File: config.mk
export PLATFORM = sky130hd
export DESIGN_NAME = vga_timing_gen_flat
export DESIGN_NICKNAME = d
export VERILOG_FILES = /design/src/rtl/vga_timing_gen_if.sv /design/src/rtl/vga_timing_gen.sv /design/src/flat_wrapper.sv
export SDC_FILE = /design/constraint.sdc
export NUM_CORES = 1
export LEC_CHECK = 0
export ABC_CLOCK_PERIOD_IN_PS = 1600
export CAP_MARGIN = 5
export CORE_ASPECT_RATIO = 0.9
export CORE_MARGIN = 2
export CORE_UTILIZATION = 30
export CTS_CLUSTER_DIAMETER = 40
export DETAILED_ROUTE_END_ITERATION = 16
export HOLD_SLACK_MARGIN = 0.05
export SKIP_LAST_GASP = 1
export SYNTH_ARGS = -nofsm -noshare
export SYNTH_HDL_FRONTEND = slang
export SYNTH_SLANG_ARGS = --single-unit
File: constraint.sdc
create_clock -name clk -period 1.6 [get_ports clk]
set_input_delay 0.24 -clock clk [delete_from_list [all_inputs] [get_ports clk]]
set_output_delay 0.24 -clock clk [all_outputs]
set_load 0.02 [all_outputs]
File: src/rtl/vga_timing_gen_if.sv
`default_nettype none
// +-----------------------------------------------------------------------+
// | vga_timing_gen_if : raster timing bundle, generator -> display/pixel   |
// | Rev 1.0                                                                |
// +-----------------------------------------------------------------------+
interface vga_timing_gen_if;
  logic       pixel_tick;
  logic       h_sync;
  logic       v_sync;
  logic       DE;
  logic [9:0] x_pixel;
  logic [9:0] y_pixel;
  logic       frame_start;

  modport master (
    output pixel_tick, h_sync, v_sync, DE, x_pixel, y_pixel, frame_start
  );

  modport slave (
    input pixel_tick, h_sync, v_sync, DE, x_pixel, y_pixel, frame_start
  );
endinterface
`default_nettype wire

File: src/rtl/vga_timing_gen.sv
`default_nettype none
// +-----------------------------------------------------------------------+
// | vga_timing_gen : 640x480@60 raster timing from a divided system clock  |
// | Rev 1.0                                                                |
// +-----------------------------------------------------------------------+
module vga_timing_gen #(
  parameter int DIV       = 4,
  parameter int H_VISIBLE = 640,
  parameter int H_FRONT   = 16,
  parameter int H_SYNC    = 96,
  parameter int H_BACK    = 48,
  parameter int V_VISIBLE = 480,
  parameter int V_FRONT   = 10,
  parameter int V_SYNC    = 2,
  parameter int V_BACK    = 33,
  parameter bit SYNC_POL  = 1'b0
) (
  input  logic             clk,
  input  logic             reset,
  vga_timing_gen_if.master vga
);

  localparam int H_TOTAL = H_VISIBLE + H_FRONT + H_SYNC + H_BACK;
  localparam int V_TOTAL = V_VISIBLE + V_FRONT + V_SYNC + V_BACK;
  localparam int DIV_W   = (DIV > 1) ? $clog2(DIV) : 1;

  localparam logic [DIV_W-1:0] DIV_LAST     = DIV_W'(DIV - 1);
  localparam logic [9:0]       H_LAST       = 10'(H_TOTAL - 1);
  localparam logic [9:0]       V_LAST       = 10'(V_TOTAL - 1);
  localparam logic [9:0]       H_VIS_END    = 10'(H_VISIBLE);
  localparam logic [9:0]       V_VIS_END    = 10'(V_VISIBLE);
  localparam logic [9:0]       H_SYNC_START = 10'(H_VISIBLE + H_FRONT);
  localparam logic [9:0]       H_SYNC_END   = 10'(H_VISIBLE + H_FRONT + H_SYNC);
  localparam logic [9:0]       V_SYNC_START = 10'(V_VISIBLE + V_FRONT);
  localparam logic [9:0]       V_SYNC_END   = 10'(V_VISIBLE + V_FRONT + V_SYNC);

  if (H_TOTAL > 1024 || V_TOTAL > 1024) begin : g_bad_totals
    $error("vga_timing_gen: H_TOTAL/V_TOTAL do not fit the 10-bit counters");
  end

  if (DIV < 2 || DIV > 16) begin : g_bad_div
    $error("vga_timing_gen: DIV must lie in 2..16");
  end

  logic [DIV_W-1:0] div_cnt_q, div_cnt_d;
  logic [9:0]       h_cnt_q, h_cnt_d;
  logic [9:0]       v_cnt_q, v_cnt_d;
  logic             pixel_tick;
  logic             h_last;

  assign pixel_tick = (div_cnt_q == DIV_LAST);
  assign h_last     = (h_cnt_q == H_LAST);

  always_comb begin
    div_cnt_d = div_cnt_q + DIV_W'(1);
    h_cnt_d   = h_cnt_q;
    v_cnt_d   = v_cnt_q;
    if (pixel_tick) begin
      div_cnt_d = '0;
      h_cnt_d   = h_last ? 10'd0 : h_cnt_q + 10'd1;
      // Line wrap carries into the vertical counter on the same tick.
      if (h_last) begin
        v_cnt_d = (v_cnt_q == V_LAST) ? 10'd0 : v_cnt_q + 10'd1;
      end
    end
  end

  always_ff @(posedge clk) begin
    if (reset) begin
      div_cnt_q <= '0;
      h_cnt_q   <= '0;
      v_cnt_q   <= '0;
    end else begin
      div_cnt_q <= div_cnt_d;
      h_cnt_q   <= h_cnt_d;
      v_cnt_q   <= v_cnt_d;
    end
  end

  // Decode straight from the counter registers so every output shares their timing.
  assign vga.pixel_tick  = pixel_tick;
  assign vga.x_pixel     = h_cnt_q;
  assign vga.y_pixel     = v_cnt_q;
  assign vga.DE          = (h_cnt_q < H_VIS_END) && (v_cnt_q < V_VIS_END);
  assign vga.h_sync      = ((h_cnt_q >= H_SYNC_START) && (h_cnt_q < H_SYNC_END)) ?
                           SYNC_POL : ~SYNC_POL;
  assign vga.v_sync      = ((v_cnt_q >= V_SYNC_START) && (v_cnt_q < V_SYNC_END)) ?
                           SYNC_POL : ~SYNC_POL;
  assign vga.frame_start = pixel_tick && (h_cnt_q == 10'd0) && (v_cnt_q == 10'd0);

endmodule
`default_nettype wire

File: src/flat_wrapper.sv
// flat-port wrapper written by rule: the top's interface ports become plain ports
module vga_timing_gen_flat 
#(
  parameter int DIV       = 4,
  parameter int H_VISIBLE = 640,
  parameter int H_FRONT   = 16,
  parameter int H_SYNC    = 96,
  parameter int H_BACK    = 48,
  parameter int V_VISIBLE = 480,
  parameter int V_FRONT   = 10,
  parameter int V_SYNC    = 2,
  parameter int V_BACK    = 33,
  parameter bit SYNC_POL  = 1'b0
)
  (clk, reset, vga_pixel_tick, vga_h_sync, vga_v_sync, vga_DE, vga_x_pixel, vga_y_pixel, vga_frame_start);
  vga_timing_gen_if vga_i ();
  input  logic clk;
  input  logic reset;
  output wire logic [$bits(vga_i.pixel_tick)-1:0] vga_pixel_tick;
  output wire logic [$bits(vga_i.h_sync)-1:0] vga_h_sync;
  output wire logic [$bits(vga_i.v_sync)-1:0] vga_v_sync;
  output wire logic [$bits(vga_i.DE)-1:0] vga_DE;
  output wire logic [$bits(vga_i.x_pixel)-1:0] vga_x_pixel;
  output wire logic [$bits(vga_i.y_pixel)-1:0] vga_y_pixel;
  output wire logic [$bits(vga_i.frame_start)-1:0] vga_frame_start;
  assign vga_pixel_tick = vga_i.pixel_tick;
  assign vga_h_sync = vga_i.h_sync;
  assign vga_v_sync = vga_i.v_sync;
  assign vga_DE = vga_i.DE;
  assign vga_x_pixel = vga_i.x_pixel;
  assign vga_y_pixel = vga_i.y_pixel;
  assign vga_frame_start = vga_i.frame_start;
  vga_timing_gen #(.DIV(DIV), .H_VISIBLE(H_VISIBLE), .H_FRONT(H_FRONT), .H_SYNC(H_SYNC), .H_BACK(H_BACK), .V_VISIBLE(V_VISIBLE), .V_FRONT(V_FRONT), .V_SYNC(V_SYNC), .V_BACK(V_BACK), .SYNC_POL(SYNC_POL)) u_core (.clk(clk), .reset(reset), .vga(vga_i));
endmodule
==> impl_metrics.tcl, run 1 <==
set metrics [dict create \
    status "complete, but fails checks" \
    violations "setup timing" \
    firstDrtPassIters 4 \
    p_sw_uw 237.3 \
    p_leak_nw 1.121 \
    layout_min_cycle_time_ns 1.943 \
    yosysSeqAreaShare 0.3781 \
    num-fill-cells 302 \
    netlist_area_um2 1165 \
    slew_violations 0 \
    wl_per_cell_um 15.25 \
    overflow 0 \
    cts_tree "yes" \
    grt_pass1_wl_um 5982 \
    rsz0062_at_grt "true" \
    slowest_delay_ns 0.54 \
    critPathTopFamily "simple AND/OR/NAND/NOR gates" \
    syn_avg_cell_area_um2 8.693 \
    seq_power_share 0.481 \
    drc 0 \
    start_kind "flip-flop" \
    num-nets-final 217 \
    place_area_um2 1804 \
    synth_nets 141 \
    critPathKind "flip-flop to output port" \
    path_buf_inv 1 \
    holdBufCountCts 0 \
    fin_crit_sh 1.214 \
    cp_max_fo 2 \
    max-vdd-ir-drop_v 0.0003821 \
    worstMarginPinSlew_ns 0.4090 \
    drv_cap 0 \
    timing.final.ws_setup_ns -0.3426 \
    swShare 0.2040 \
    wirelength_um 3890 \
    globalplace.congestion 0.8319 \
    p_comb_frac 0.068 \
    multi_input_area_um2 872.1 \
    final_antenna_net_count 0 \
    yosysTopAreaCell "dfxtp_1" \
    yosys_warnings 0 \
    antenna_cells 0 \
    internal-power_uw 926.2 \
    powerDensity_nw_per_um2 522.4 \
    gr-usage-all-layers 0.1716 \
    viasPerCell 5.180 \
    synth_area_leaders "dfxtp_1 38%, ha_1 5.4%, xnor2_1 4.5%" \
    core-area_um2 3731 \
    drive_above_1_share 0.5072 \
    fmax_ghz 0.5148 \
    holdCritPathClass "flip-flop to flip-flop" \
    mostFrequentLayoutCell "buf_4" \
    cp_slowest_cell "or4_4" \
    cts-root-buf "clkbuf_8" \
    ys_types 33 \
    fin_skew_ns 0.002599 \
    hold_viol 0 \
    power.share.clock 0.452 \
    port_buffers 26 \
    arrival_ns 1.70 \
    cp_data_required_time_ns 1.36 \
    clock_latency_ns 0.26 \
    maxSlewHeadroom 0.7252 \
    grt_pass1_vias 1252 \
    cts.clk_slew.worst_paths_ns 0.08 \
    regArea_um2 467.9 \
    critPathCaptureType "output port" \
    chipHeight_um 63.12 \
    ios 27 \
    num_vias 1321 \
    yosysTopAreaCellShare 0.3781 \
    ys_seq_elements 22 \
    row_count 21 \
    clock_path_buffers 2 \
    dieArea_um2 4398 \
    final_cell_area_um2 2227 \
    cts_sinks 22 \
    drtIter0Drc 52 \
    path_cells "or4_4 > nor2_1 > nand4_1 > nor3_4 > buf_6" \
    place_ws_ns -0.5233 \
    grt_antenna_before_repair 0 \
    most-common-layout-cells "38 x buf_4, 15 x buf_6, 13 x dlymetal6s2s_1" \
    start_util 0.3122 \
    area_growth_pct 91.19 \
    dieWidth_um 69.69 \
    grt_max_degree 15 \
    cts_made_buffers 3 \
    hpwl_um 2556 \
    setup_viol 19 \
    synthCells 134 \
    htreeDepth 1 \
]
stage by stage:
stage / hold slack, ns / setup TNS, ns / instances / util / power [mW]
after global routing: 0.4521 / -3.612 / 255 / 0.5969 / 1.208
after global placement: 0.4127 / -2.412 / 237 / 0.4836 / 0.6357
final: 0.4299 / -2.448 / 255 / 0.5969 / 1.164
after floorplan: 0.3099 / -0.5098 / 134 / - / 0.6121
after CTS: 0.4309 / -2.383 / 248 / 0.5429 / 1.174
after detailed placement: 0.4178 / -2.711 / 237 / 0.4836 / 0.6372
cells in the mapped netlist (all sizes together):
| cell | number |
|---|---|
| nand2b | 3 |
| xor2 | 6 |
| or4 | 4 |
| nand4b | 1 |
| nand3 | 6 |
| a21oi | 8 |
| dfxtp | 22 |
| inv | 6 |
| xnor2 | 6 |
| nor4 | 4 |
| or4b | 1 |
| and4 | 2 |
| nor3b | 1 |
| nor4b | 1 |
| and3 | 1 |
| or3 | 6 |
| clkbuf | 1 |
| o311ai | 2 |
| ha | 5 |
| nand3b | 1 |
| a21o | 1 |
| buf | 5 |
| nand2 | 7 |
| a31o | 1 |
| o21ai | 4 |
| nor2 | 11 |
| nand4bb | 2 |
| nor2b | 1 |
| nor3 | 9 |
| or2 | 1 |
| nand4 | 5 |
per-layer routing:
metal / routed length (um) / track usage / up-vias
li1: - / - / 635
met1: 1697 / 0.2141 / 659
met2: 2029 / 0.2969 / 21
met3: 112 / 0.03520 / 6
met4: 51 / 0.05529 / 0
met5: 0 / 0 / -
timing repair:
action	4_1_cts	5_1_grt
setup endpoints to repair	25	34
pin swaps	15	16
gates resized for setup	49	36
setup buffers	8	7
worst reg2reg max path: cells and delay by family (launching register included):
kind            cells  cell delay, ns
simple gates        3            0.91
flops               1            0.35
buf+inv             2            0.25
fa+ha+maj           1            0.14
compound gates      1            0.13
state kept, by name, indices dropped and copies added (netlist names):
signal	cells
u_core.vga.x_pixel	10
u_core.vga.y_pixel	10
u_core.div_cnt_q	2
worst paths after layout:
kind                            slack (ns)  cells after the start                     to             startpoint
worst min-delay path                  0.43                      1    u_core.div_cnt_q[0]    u_core.div_cnt_q[0]
worst min register to register        0.43                      1    u_core.div_cnt_q[0]    u_core.div_cnt_q[0]
worst max-delay path                 -0.34                      5        vga_frame_start  u_core.vga.y_pixel[4]
worst max register to register       -0.24                      7  u_core.vga.y_pixel[9]    u_core.div_cnt_q[0]
power by group through the flow:
stage,Combinational (mW),Clock (mW),Sequential (mW)
floorplan,0.0378,0,0.574
global placement,0.0640,0,0.572
detailed placement,0.0648,0,0.572
CTS,0.0765,0.538,0.560
global route,0.0878,0.559,0.561
finish,0.0788,0.525,0.559
final cells by class:
type / instances / share of cell area
Timing Repair Buffer: 77 / 0.3303
Clock buffer: 3 / 0.01854
Multi-Input combinational cell: 100 / 0.3916
Clock inverter: 1 / 0.01348
Tap cell: 46 / 0.02584
Inverter: 6 / 0.01011
Sequential cell: 22 / 0.2101
cell families (layout without fill, tap and decap cells):
family                     Yosys count  count (layout)  share of synthesized area
xor gates and xnor gates            12              12                    0.09022
AOI/OAI and AO/OA                   16              16                    0.08057
buffers and inverters               12              87                    0.04403
DFF                                 22              22                     0.3781
adders and majority gates            5               5                    0.05371
and+or+nand+nor                     67              67                     0.3534
Power figures use the tool's default switching activity.
==> inputs of run 2 (changes only) <==
CORE_UTILIZATION = 28   (was 30)
==> impl_metrics.tcl, run 2 (synthesis results as in run 1) <==
set metrics [dict create \
    hp-start "u_core.div_cnt_q[0]" \
    gr-usage-all-layers 0.1601 \
    fin_hold_ws_ns 0.4329 \
    power_uw 990.9 \
    slowest_delay_ns 0.55 \
    num_vias 1292 \
    final_antenna_net_count 0 \
    min_delay_path_depth 1 \
    final_cell_area_um2 2156 \
    start_kind "flip-flop" \
    drtIter0Drc 49 \
    max-vdd-ir-drop_v 0.0002669 \
    hpwl_um 2558 \
    arrival_ns 1.70 \
    setup_viol 15 \
    rsz0062_at_grt "true" \
    dieArea_um2 4693 \
    fin_crit_sh 1.211 \
    critPathKind "flip-flop to output port" \
    cts.clk_slew.worst_paths_ns 0.08 \
    grt_antenna_before_repair 0 \
    chipHeight_um 65.19 \
    viasPerCell 5.008 \
    port_buffers 26 \
    htreeDepth 1 \
    violations "setup timing" \
    fmax_ghz 0.5162 \
    hold_viol 0 \
    r2r_end "u_core.vga.y_pixel[7]" \
    dp.cells 243 \
    critPathTopFamily "simple AND/OR/NAND/NOR gates" \
    worstMarginPinSlew_ns 0.3398 \
    ff2ff_setup_slack_ns -0.16 \
    path_buf_inv 1 \
    row_count 22 \
    area_growth_pct 85.07 \
    cts_made_buffers 3 \
    critPathCaptureType "output port" \
    reg2reg_depth 6 \
    maxSlewHeadroom 0.7703 \
    mostFrequentLayoutCell "buf_4" \
    drv_cap 0 \
    holdBufCountCts 0 \
    cts-root-buf "clkbuf_8" \
    antenna_cells 0 \
    p_leak_nw 1.064 \
    instances_no_fill 258 \
    fin_skew_ns 0.003858 \
    grt_pass1_vias 1296 \
    num-nets-final 218 \
    clock_latency_ns 0.26 \
    slew_violations 0 \
    wirelength_um 3680 \
    drc 0 \
    wl_per_cell_um 14.26 \
    start_util 0.2879 \
    globalplace.congestion 0.8051 \
    status "complete, but fails checks" \
    cp_max_fo 3 \
    core-area_um2 4046 \
    clock_path_buffers 2 \
    cts_sinks 22 \
    firstDrtPassIters 4 \
    path_cells "or4_4 > nor2_1 > nand4_1 > nor3_4 > buf_6" \
    powerDensity_nw_per_um2 459.6 \
    cts_tree "yes" \
    r2r-start "u_core.div_cnt_q[1]" \
    cp_data_required_time_ns 1.36 \
    cp_slowest_cell "or4_4" \
    most-common-layout-cells "40 x buf_4, 14 x buf_6, 12 x dfxtp_2" \
    timing.final.ws_setup_ns -0.3372 \
    drive_above_1_share 0.4952 \
    overflow 0 \
    grt_pass1_wl_um 5906 \
    whs_endpoint "u_core.div_cnt_q[0]" \
    dieWidth_um 71.99 \
    ios 27 \
    holdCritPathClass "flip-flop to flip-flop" \
    place_area_um2 1837 \
    tns_ns -1.456 \
    layout_min_cycle_time_ns 1.937 \
    grt_max_degree 15 \
]
## run 2: final cells by class
class                   instances  area, um^2
well taps                      48       60.06
multi-input cells             100       825.8
repair buffers                 78       732.0
clock buffers                   3       41.29
clock inverters                 1       3.754
inverters                       6       22.52
fillers                       373        1891
flip-flops and latches         22       470.5
## run 2: worst max-delay path by stage
stage                             to  slack [ns]  cells after the start                   from
2_1_floorplan  u_core.vga.y_pixel[7]       -0.11                      5  u_core.vga.x_pixel[4]
3_3_place_gp         vga_frame_start       -0.52                      5  u_core.vga.y_pixel[4]
3_5_place_dp         vga_frame_start       -0.51                      5  u_core.vga.y_pixel[4]
4_1_cts                   vga_v_sync       -0.32                      4  u_core.vga.y_pixel[4]
5_1_grt              vga_frame_start       -0.43                      5  u_core.vga.y_pixel[4]
6_report             vga_frame_start       -0.34                      5  u_core.vga.y_pixel[4]
## run 2: power breakdown
| part | switching [mW] | total, mW | internal, mW |
|---|---|---|---|
| Clock | 0.181 | 0.353 | 0.172 |
| Combinational | 0.0385 | 0.0790 | 0.0406 |
| Sequential | 0.00776 | 0.559 | 0.552 |
## run 2: stage by stage
step	util	setup slack [ns]
floorplan	-	-0.1073
global placement	0.4539	-0.5244
detailed placement	0.4539	-0.5087
CTS	0.4951	-0.3250
global route	0.5328	-0.4267
finish	0.5328	-0.3372
## run 2: per-layer routing
layer,GRT usage,vias up,routed length [um]
met5,0,-,0
met4,0.06840,0,77
met3,0.01840,7,120
met2,0.2685,20,1875
met1,0.2075,626,1606
li1,-,639,-
## run 2: timing repair
item,in CTS,in global routing
endpoints found under the setup margin,23,32
resized for setup,41,38
pin swaps,8,11
setup buffers,11,2
